**config.mk**
```make
export PLATFORM = sky130hd
export DESIGN_NAME = sim_run_controller
export DESIGN_NICKNAME = d
export VERILOG_FILES = /design/src/rtl/sim_ctrl_pkg.sv /design/src/rtl/sim_run_controller_sat_counter.sv /design/src/rtl/sim_run_controller.sv
export SDC_FILE = /design/constraint.sdc
export NUM_CORES = 1
export LEC_CHECK = 0
export ABC_AREA = 1
export BUFFER_PORTS_ARGS = -buffer_cell sky130_fd_sc_hd__buf_4
export CORE_ASPECT_RATIO = 1.25
export CORE_MARGIN = 2
export CORE_UTILIZATION = 57
export DETAILED_ROUTE_END_ITERATION = 10
export PLACE_DENSITY_LB_ADDON = 0.25
export REMOVE_ABC_BUFFERS = 1
export SLEW_MARGIN = 40
export SYNTH_ARGS = -nofsm -noshare
export SYNTH_HDL_FRONTEND = slang
export SYNTH_SLANG_ARGS = --single-unit
```
**constraint.sdc**
```tcl
create_clock -name clk -period 2.5 [get_ports clk]
set_clock_uncertainty 0.05 [all_clocks]
set_input_delay 0.5 -clock clk [delete_from_list [all_inputs] [get_ports clk]]
set_output_delay 0.5 -clock clk [all_outputs]
set_load 0.02 [all_outputs]
```
**src/rtl/sim_ctrl_pkg.sv**
```systemverilog
// Shared types for the simulation run controller: terminal status codes,
// controller states and a counter-width helper.
package sim_ctrl_pkg;

  typedef enum logic [2:0] {
    ST_RUNNING = 3'd0,
    ST_HALT_OK = 3'd1,
    ST_TIMEOUT = 3'd2,
    ST_STALL   = 3'd3,
    ST_ERROR   = 3'd4
  } sim_status_e;

  typedef enum logic [1:0] {
    S_RESET_HOLD = 2'd0,
    S_RUN        = 2'd1,
    S_DRAIN      = 2'd2,
    S_DONE       = 2'd3
  } run_state_e;

  // Bits needed to hold the value n, never less than one.
  function automatic int unsigned cnt_width(input int unsigned n);
    return (n < 2) ? 1 : $clog2(n + 1);
  endfunction

endpackage

```
**src/rtl/sim_run_controller_sat_counter.sv**
```systemverilog
// Saturating up-counter with synchronous clear; sticks at all-ones.
module sat_counter #(
  parameter int unsigned W = 8
) (
  input  logic         clk,
  input  logic         rst,
  input  logic         clr,
  input  logic         inc,
  output logic [W-1:0] q
);

  logic [W-1:0] q_q, q_d;

  always_comb begin
    q_d = q_q;
    if (clr) begin
      q_d = '0;
    end else if (inc && (q_q != '1)) begin
      q_d = q_q + 1'b1;
    end
  end

  always_ff @(posedge clk or posedge rst) begin
    if (rst) begin
      q_q <= '0;
    end else begin
      q_q <= q_d;
    end
  end

  assign q = q_q;

endmodule

```
**src/rtl/sim_run_controller.sv**
```systemverilog
// Run/end-of-simulation controller: sequences DUT reset, watches halt, stall,
// timeout and error conditions, and latches a terminal status code.
module sim_run_controller
  import sim_ctrl_pkg::*;
#(
  parameter int unsigned NCH         = 8,
  parameter int unsigned RST_CYCLES  = 2,
  parameter int unsigned TIMEOUT     = 10000000,
  parameter int unsigned STALL_LIMIT = 100000,
  parameter int unsigned DRAIN       = 5,
  parameter bit          HALT_ALL    = 1'b0,
  parameter int unsigned CW          = 32
) (
  input  logic           clk,
  input  logic           rst,
  input  logic [NCH-1:0] halt,
  input  logic [NCH-1:0] commit_valid,
  input  logic           error_in,
  output logic           dut_rst,
  output logic           running,
  output logic           done,
  output logic [2:0]     status,
  output logic [CW-1:0]  cycle_count
);

  localparam int unsigned HW          = cnt_width(RST_CYCLES);
  localparam int unsigned SW          = cnt_width(STALL_LIMIT);
  localparam int unsigned DW          = cnt_width(DRAIN);
  localparam int unsigned STALL_LAST  = (STALL_LIMIT > 0) ? STALL_LIMIT - 1 : 0;
  localparam int unsigned DRAIN_LAST  = (DRAIN > 0) ? DRAIN - 1 : 0;

  run_state_e     state_q, state_d;
  sim_status_e    status_q, status_d;
  logic           dut_rst_q, dut_rst_d;
  logic           running_q, running_d;
  logic           done_q, done_d;
  logic [NCH-1:0] halt_seen_q, halt_seen_d;

  logic [HW-1:0]  hold_cnt;
  logic [SW-1:0]  stall_cnt;
  logic [DW-1:0]  drain_cnt;
  logic [CW-1:0]  cycle_cnt;

  logic any_commit, in_run;
  logic err_hit, halt_hit, stall_hit, timeout_hit;

  assign in_run     = (state_q == S_RUN);
  assign any_commit = |commit_valid;

  sat_counter #(.W(HW)) u_hold_cnt (
    .clk (clk), .rst (rst), .clr (1'b0),
    .inc (state_q == S_RESET_HOLD), .q (hold_cnt)
  );

  sat_counter #(.W(CW)) u_cycle_cnt (
    .clk (clk), .rst (rst), .clr (1'b0),
    .inc (in_run), .q (cycle_cnt)
  );

  sat_counter #(.W(SW)) u_stall_cnt (
    .clk (clk), .rst (rst), .clr (!in_run || any_commit),
    .inc (in_run), .q (stall_cnt)
  );

  sat_counter #(.W(DW)) u_drain_cnt (
    .clk (clk), .rst (rst), .clr (1'b0),
    .inc (state_q == S_DRAIN), .q (drain_cnt)
  );

  assign err_hit     = error_in;
  assign halt_hit    = HALT_ALL ? (&(halt_seen_q | halt)) : (|halt);
  assign stall_hit   = (STALL_LIMIT != 0) && !any_commit && (stall_cnt == SW'(STALL_LAST));
  // Wide compare so a budget beyond the saturating counter range never fires.
  assign timeout_hit = (64'(cycle_cnt) == (64'(TIMEOUT) - 64'd1));

  always_comb begin
    state_d     = state_q;
    status_d    = status_q;
    halt_seen_d = halt_seen_q;
    unique case (state_q)
      // Leaving on hold==RST_CYCLES drops dut_rst on posedge RST_CYCLES+1 after rst.
      S_RESET_HOLD: begin
        if (hold_cnt == HW'(RST_CYCLES)) begin
          state_d = S_RUN;
        end
      end
      S_RUN: begin
        halt_seen_d = halt_seen_q | halt;
        if (err_hit) begin
          status_d = ST_ERROR;
          state_d  = (DRAIN == 0) ? S_DONE : S_DRAIN;
        end else if (halt_hit) begin
          status_d = ST_HALT_OK;
          state_d  = S_DONE;
        end else if (stall_hit) begin
          status_d = ST_STALL;
          state_d  = S_DONE;
        end else if (timeout_hit) begin
          status_d = ST_TIMEOUT;
          state_d  = S_DONE;
        end
      end
      S_DRAIN: begin
        if (drain_cnt == DW'(DRAIN_LAST)) begin
          state_d = S_DONE;
        end
      end
      S_DONE: begin
        state_d = S_DONE;
      end
      default: begin
        state_d = S_RESET_HOLD;
      end
    endcase
    dut_rst_d = (state_d == S_RESET_HOLD);
    running_d = (state_d == S_RUN);
    done_d    = (state_d == S_DONE);
  end

  always_ff @(posedge clk or posedge rst) begin
    if (rst) begin
      state_q     <= S_RESET_HOLD;
      status_q    <= ST_RUNNING;
      dut_rst_q   <= 1'b1;
      running_q   <= 1'b0;
      done_q      <= 1'b0;
      halt_seen_q <= '0;
    end else begin
      state_q     <= state_d;
      status_q    <= status_d;
      dut_rst_q   <= dut_rst_d;
      running_q   <= running_d;
      done_q      <= done_d;
      halt_seen_q <= halt_seen_d;
    end
  end

  assign dut_rst     = dut_rst_q;
  assign running     = running_q;
  assign done        = done_q;
  assign status      = status_q;
  assign cycle_count = cycle_cnt;

endmodule

```
# Word-level counts from Yosys, hierarchy flattened
# Index checks and enable logic that the tools add are counted.
# W data, S select, Z words.
[word_totals]
latchBits = 0
out_inout_bits = 38
n_memories = 0
mem_bits_rw = 0
in_bits = 19
regBits = 62
romBits = 0
[op_classes]
order_cmp = 0
muxes = 13
eq_ne = 13
reduce_logical = 15
shift = 0
div = 0
n_addsub = 4
bitwise_logic = 0
n_mul = 0
[ops]
columns = ["cell", "count"]
rows = [
  ["$mux W17", 2],
  ["$add A32 B1 Y32 const B", 1],
  ["$eq A32 B24 Y1 const B", 1],
  ["$ne A32 B32 Y1 const B", 1],
  ["$add A17 B1 Y17 const B", 1],
  ["$eq A17 B17 Y1 const B", 1],
  ["$ne A17 B17 Y1 const B", 1],
  ["$reduce_or A8 Y1", 2],
  ["$mux W2", 6],
  ["$mux W3", 4],
  ["$eq A2 B2 Y1 const B", 4],
  ["$pmux W2 S4", 1],
  ["$logic_and A1 B1 Y1", 5],
  ["$eq A2 B1 Y1 const B", 2],
  ["$logic_not A2 Y1", 2],
  ["$reduce_bool A4 Y1", 1],
  ["$add A3 B1 Y3 const B", 1],
  ["$eq A3 B3 Y1 const B", 1],
  ["$ne A3 B3 Y1 const B", 1],
  ["$add A2 B1 Y2 const B", 1],
  ["$logic_not A1 Y1", 2],
  ["$ne A2 B2 Y1 const B", 1],
  ["$reduce_and A2 Y1", 1],
  ["$reduce_bool A2 Y1", 1],
  ["$logic_or A1 B1 Y1", 1],
]

# Depth between registers and ports, before layout
# Gate-level depths: netlist of the first run.
[depth]
ltp_word = 8
ltp_mapped = 13
mapped_depth_nobuf = 13

# By module
# A second synthesis of the first run with hierarchy kept.
[unflattened]
hier_cells = 698
area_unflattened_um2 = 4418.0
[modules_own_cells]
columns = ["mod", "cells_per_inst", "seq_area_each_um2", "area_each_um2", "n_inst"]
rows = [
  ["sat_counter at u_cycle_cnt", 360, 800.8, 2274.7, 1],
  ["sat_counter at u_stall_cnt", 135, 425.4, 1011.0, 1],
  ["sim_run_controller", 168, 201.4, 843.3, 1],
  ["sat_counter at u_drain_cnt", 21, 75.1, 178.9, 1],
  ["sat_counter at u_hold_cnt", 14, 50.0, 110.1, 1],
]

# Least setup slack after synthesis of the first run
# OpenSTA, ideal clock, no wires.
[synth_timing]
path_type = "register to register"
start = "register u_stall_cnt.q_q[0] (netlist: u_stall_cnt.q[0])"
end = "register u_stall_cnt.q_q[13] (netlist: u_stall_cnt.q[13])"
setup_ns = 0.127
arrival_time_ns = 1.808
stages_incl_launch_ff = 13
synth_period_minus_slack_ns = 1.985
n_path_buf = 0
slack_ns = 0.515
path_cell_list = "dfrtp_1 -> ha_1 -> nand2_1 -> nor2_1 -> nand3_1 -> nor4_1 -> ha_1 -> nor2_1 -> nand2_1 -> nor2_2 -> nand2_1 -> o21ai_1 -> a21oi_1"
[synth_via]
elab_chain_len = 3
elab_cells_between_ends = 6
classes_between = "add/sub: 1; eq/ne: 1; mux: 2; reduce/logical: 2"
[synth_rtl]
columns = ["element", "line", "rtl"]
rows = [
  ["from (decl)", "sim_run_controller_sat_counter.sv:12", "logic [W-1:0] q_q, q_d;"],
  ["from (signal assigned)", "sim_run_controller_sat_counter.sv:27", "q_q <= q_d;"],
  ["$add A17 B1 Y17 or $ne A17 B17 Y1 (tied branches)", "sim_run_controller_sat_counter.sv:19, sim_run_controller_sat_counter.sv:18", ""],
  ["$mux W17 or $logic_and A1 B1 Y1 (tied branches)", "sim_run_controller_sat_counter.sv:18", "end else if (inc && (q_q != '1)) begin"],
  ["$mux W17 or $reduce_bool A2 Y1 (tied branches)", "--", ""],
]
# Several ways; a longest one is shown, not always the timed one. The select of a mux whose other input is x is not followed.
# A chain may end at the register's enable or synchronous reset.

# Worst setup path in the final report of the first run
[layout_timing]
start = "register u_stall_cnt.q_q[0] (netlist: u_stall_cnt.q[0])"
end = "register u_stall_cnt.q_q[14] (netlist: u_stall_cnt.q[14])"
# The elaborated chain is that of the path after synthesis.

==> results of run 1 <==
sequential cells by signal, indices dropped and copies added (netlist names):
register and flops:
status 3, u_cycle_cnt.q 32, dut_rst 1, running 1, u_stall_cnt.q 17, done 1, state_q 2, u_drain_cnt.q 3
u_hold_cnt.q 2
area by class of cell:
type	instances	area, um^2
Fill cell	602	2030
Inverter	50	188
Timing Repair Buffer	59	443
Sequential cell	62	1550
Multi-Input combinational cell	433	2030
Tap cell	87	109
Clock inverter	4	22.5
Clock buffer	12	145
placed cells by master, fill, tap and decap left out, types with 2 or more instances in the layout:
cell        n
inv_2       5
nand4_1     4
nand3_1    23
a21oi_1    15
inv_1      45
xor2_1     20
nand2_1   210
xnor2_1     8
nor2_4      4
nor3_1     11
nor2_1     98
clkinv_2    3
ha_1        8
nand2_2     4
clkbuf_1    2
o21ai_1     9
nor2_2      4
o21ai_0     3
buf_4      59
o21ai_2     4
clkbuf_8   10
dfrtp_1    61
power breakdown:
part           total, uW  internal, uW  leakage (uW)  switching [uW]
logic                145          66.0       0.00118            78.6
clock network        780           382     0.0000861             398
registers           1050          1030      0.000820            19.5
routing by layer:
metal  routed length, um  up-vias  share of wire (%)
met2                4820      125                 52
met4                 376        0                4.0
met1                3640     1700                 39
met3                 499       33                5.3
li1                    -     1837                  -
met5                   0        -                  0
stage by stage:
stage	setup WS (ns)	total power (uW)	std cells
3_3_place_gp	0.403	1210	691
2_1_floorplan	0.0305	1160	545
5_1_grt	0.00830	2070	707
4_1_cts	0.201	2000	707
3_5_place_dp	0.218	1220	691
6_report	0.175	1980	707
synth_stat cells, types with 2 or more instances:
cell	count	area, um^2
nand2_1	210	788
nor2_1	98	368
dfrtp_1	61	1530
inv_1	46	173
nand3_1	23	115
xor2_1	20	175
a21oi_1	15	75.1
nor3_1	11	55.1
o21ai_1	9	45.0
ha_1	8	100
xnor2_1	8	70.1
buf_2	4	20.0
inv_2	4	15.0
nand2_2	4	25.0
nand4_1	4	25.0
nor2_2	4	25.0
nor2_4	4	45.0
o21ai_2	4	35.0
o21ai_0	3	15.0
buf_6	2	22.5
worst paths after layout:
check                                 start                end  slack (ns)  cells past startpoint
setup / recovery           u_stall_cnt.q[0]  u_stall_cnt.q[14]        0.18                     12
hold / removal                          rst   u_stall_cnt.q[8]        0.21                      2
setup reg to reg           u_stall_cnt.q[0]  u_stall_cnt.q[14]        0.18                     12
hold reg to reg                   status[1]          status[1]        0.45                      2
max in group asynchronous               rst   u_cycle_cnt.q[2]        1.50                      3
min in group clk                   error_in          status[2]        0.40                      3
logic make-up after synthesis:
logic type,synth area share (%)
AOI/OAI and AO/OA,4.84
xor gates and xnor gates,6.41
adders and majority gates,2.62
buffers and inverters,6.41
DFF,40.6
muxes,0.294
and+or+nand+nor,38.9
==> impl_metrics.toml, run 1 <==
[synth]
synthArstFlopShare_pct = 100
seq_area_frac_synth_pct = 40.6
synth-edff-count = 0
yosysUniqueCellTypes = 30
syn-instance-count = 552
yosysWarnings = 0
ys_ff_latch = 62
synth_top_flop_cell = "dfrtp_1"
synth_area_um2 = 3830
synth_area_per_cell_um2 = 6.93

[placed_design]
dp_hpwl_um = 7020
gp_congestion = 0.948
portBuffers = 56
dpl-instance-area_um2 = 4330

[floorplanning]
initial_utilization_pct = 58.7
design.core.area_um2 = 6520
die_area_um2 = 7390
rows = 33
ios = 57
die_w_um = 77.3
die_y_um = 95.6

[clock_network]
clock-sinks = 62
ctsHoldBuffers = 0
insertion_delay_ns = 0.35
postCtsSetupBuffers = 0
tritoncts = "yes"
clk_pin_slew_ns = 0.07
cts_buffer_depth = 2
cts_made_buffers = 9
cts-root-buf = "clkbuf_8"
cts_resized = 0
cts.htree.levels = 3

[pwr]
ir_worst_vdd_mv = 0.444
p_leak_uw = 0.00208
powerDensity_nw_per_um2 = 440

[timing]
tns_ns = 0
tightest_slew_ns = 0.686
final.period_utilization_pct = 93.0
holdWs_ns = 0.214
slew_headroom_pct = 54.2
hold_violations = 0
setup_viol = 0
slew_viol_final = 0
min_period_ns = 2.32
rsz0062_at_grt = "no"
clock.fmax_mhz = 430

[grt]
grt_max_degree = 35
grt-ovfl-total = 0
use_met3_pct = 5.87
grt_pass1_wl_um = 15700
track_usage_pct = 27.3
use_met2_pct = 49.9
grt_pass1_vias = 3504
grt_util_met1_pct = 29.3
antenna_found_initial = 0
busiest_layer = "met2"

[setup_path]
critPathBufInv = 1
cp-start-kind = "register"
path_cells = "ha_1, nand2_1, nor2_1, nand3_1, nor4_1, ha_1, inv_1, nand3_1, nor2_1, nand3_1, nand2_1, nor2_1"
critical_path.max_fanout = 6
worst_ep_arrival_time_ns = 2.55
worst_path_dominant_cell_family = "simple AND/OR/NAND/NOR gates"
endpoint_kind = "register"
crit_type = "reg -> reg"
critPathSlowestCell = "dfrtp_1"
cpPeakStageDelay_ns = 0.39
cp.required_ns = 2.73

[detailed_routing]
routed_via_density = 5.23
wl_per_cell_um = 13.2
drtIter0Drc = 188
dr.pass1.iters = 5
remaining_drc_errors = 0
routed_wl_um = 9340
vias = 3695
drt.antenna.violating_nets = 0

[final_layout]
finalInstanceArea_um2 = 4490
areaGrowthSynthToFinish_pct = 17.4
n_antenna_cell = 0
final_util_pct = 68.9
drive_gt1_share_pct = 16.1
final_nets = 642

[worst_hold_path]
hp-class = "in -> async"

[job]
max_cap_violations = 0

[outcome]
status = "finished clean"
(Power assumes the default switching activity.)
==> run 2: changes to the inputs <==
--- a/config.mk
+++ b/config.mk
@@ -9,10 +9,11 @@
 export BUFFER_PORTS_ARGS = -buffer_cell sky130_fd_sc_hd__buf_4
 export CORE_ASPECT_RATIO = 1.25
 export CORE_MARGIN = 2
-export CORE_UTILIZATION = 57
+export CORE_UTILIZATION = 52
 export DETAILED_ROUTE_END_ITERATION = 10
 export PLACE_DENSITY_LB_ADDON = 0.25
 export REMOVE_ABC_BUFFERS = 1
+export SKIP_LAST_GASP = 1
 export SLEW_MARGIN = 40
 export SYNTH_ARGS = -nofsm -noshare
 export SYNTH_HDL_FRONTEND = slang
==> constraint.sdc (replaced) <==
create_clock -name clk -period 1.9 [get_ports clk]
set_clock_uncertainty 0.05 [all_clocks]
set_input_delay 0.38 -clock clk [delete_from_list [all_inputs] [get_ports clk]]
set_output_delay 0.38 -clock clk [all_outputs]
set_load 0.02 [all_outputs]
==> run 2 against run 1 <==
Effect of this change:
- the run now ends with negative setup slack left
- sequential power grew 32%
- critical path depth grew 1
- largest power group unchanged
- critical path type unchanged
- highest routed layer unchanged
- largest cell class unchanged
- clock-buffer cell count grew 1
- critical endpoint is now u_stall_cnt.q[13]
==> impl_metrics.toml, run 2 (synthesis gave the netlist of run 1 again) <==
[floorplanning]
design.core.area_um2 = 7270
initial_utilization_pct = 52.7
ios = 57
die_area_um2 = 8070
rows = 35
die_w_um = 80.7
die_y_um = 99.9

[timing]
rsz0062_at_grt = "yes"
holdWs_ns = 0.0491
slew_viol_final = 0
setup_viol = 10
hold_violations = 0
clock.fmax_mhz = 499
final.setup.worst_slack_ns = -0.106
final.period_utilization_pct = 106
min_period_ns = 2.01
tightest_slew_ns = 0.440
slew_headroom_pct = 70.6

[final_layout]
drive_gt1_share_pct = 24.6
areaGrowthSynthToFinish_pct = 29.0
layout_commonest_cell = "nand2_1"
largest_register_ffs = 32
final_cell_mix = "nand2_1 (206), buf_4 (96), nor2_1 (94)"
finalInstanceArea_um2 = 4940
final_nets = 681
final_util_pct = 67.9
n_antenna_cell = 0

[placed_design]
dp_hpwl_um = 7410
post-place-ws_ns = -0.151
portBuffers = 56
dpl-instance-area_um2 = 4580
gp_congestion = 0.941

[grt]
grt-ovfl-total = 0
grt_pass1_vias = 3780
grt_max_degree = 63
antenna_found_initial = 0
track_usage_pct = 26.8
grt_pass1_wl_um = 16700

[setup_path]
cp.required_ns = 2.07
critical_path.max_fanout = 4
worst_r2r_path_depth = 13
rrSetupSlack_ns = -0.11
cp-start-kind = "register"
endpoint_kind = "register"
crit_type = "reg -> reg"
worst_ep_arrival_time_ns = 2.18

[clock_network]
insertion_delay_ns = 0.34
tritoncts = "yes"
ctsHoldBuffers = 0
cts_made_buffers = 9
clk_pin_slew_ns = 0.07
cts.htree.levels = 3
cts-root-buf = "clkbuf_8"
cts_buffer_depth = 2
clock-sinks = 62

[detailed_routing]
dr.pass1.iters = 5
routed_via_density = 5.20
wl_per_cell_um = 13.8
drtIter0Drc = 261
routed_wl_um = 10400
drt.antenna.violating_nets = 0
remaining_drc_errors = 0
vias = 3907

[pwr]
ir_worst_vdd_mv = 0.363
p_leak_uw = 0.00231
total_power_uw = 2660
powerDensity_nw_per_um2 = 539

[job]
max_cap_violations = 0

[outcome]
violations = "negative setup slack"
status = "finished, violations left"

[worst_hold_path]
hp-class = "in -> async"
run 2: changes by cell type in the layout (fill, tap and decap cells not counted), moves of 3 or more:
cell	delta
nand2_1	-4
buf_4	+37
nand2_2	+3
nand3_2	+3
nand3_1	-4
nor2_1	-4
run 2: worst max-delay path, cell delays in order (launching register included):
cell and delay (ns):
dfrtp_1 0.36, ha_2 0.20, nand2_2 0.08, nor2_4 0.11, nand3_2 0.07, nor4_2 0.27, ha_2 0.26, nor2_2 0.06
nand2_2 0.10, nor2_4 0.05, nand2_4 0.08, nor2_1 0.05, nor2_1 0.10, a21oi_1 0.05
run 2: through the flow:
step           setup TNS [ns]  cells
2_1_floorplan          -18.76    545
3_3_place_gp                0    726
5_1_grt                 -1.78    751
6_report               -0.442    751
3_5_place_dp           -0.875    726
4_1_cts              -0.00467    748
run 2: routing by layer:
metal / global-route usage [%] / wire length, um / part of all wire [%] / up-vias
li1: - / - / - / 1919
met1: 31.2 / 4060 / 39 / 1816
met2: 46.6 / 5340 / 51 / 136
met3: 3.69 / 515 / 5.0 / 36
met4: 15.3 / 459 / 4.4 / 0
met5: 0 / 0 / 0 / -
run 2: area by class of cell:
| cell class | instances | area (um^2) |
|---|---|---|
| repair buffers | 98 | 761 |
| multi-input cells | 433 | 2140 |
| clock buffers | 13 | 159 |
| flip-flops and latches | 62 | 1550 |
| well taps | 92 | 115 |
| fillers | 628 | 2330 |
| clock inverters | 3 | 20.0 |
| inverters | 50 | 188 |
run 2: timing repair:
action / CTS / global route
endpoints found under the setup margin: 11 / 27
resized for setup: 12 / 16
pin swaps: 3 / 6
setup buffers: 6 / 3
cloned: 0 / 0
run 2: final timing paths:
check                                 start                 to
setup reg to reg           u_stall_cnt.q[1]  u_stall_cnt.q[13]
max in group asynchronous               rst            dut_rst
hold reg to reg                   status[1]          status[1]
setup / recovery           u_stall_cnt.q[1]  u_stall_cnt.q[13]
hold / removal                          rst          status[0]
min in group clk                   error_in          status[2]
run 2: where the power goes:
group	total [uW]	switching, uW	internal (uW)
clock	1090	541	544
sequential	1390	25.6	1360
combinational	192	104	88.0
total	2660	671	1990
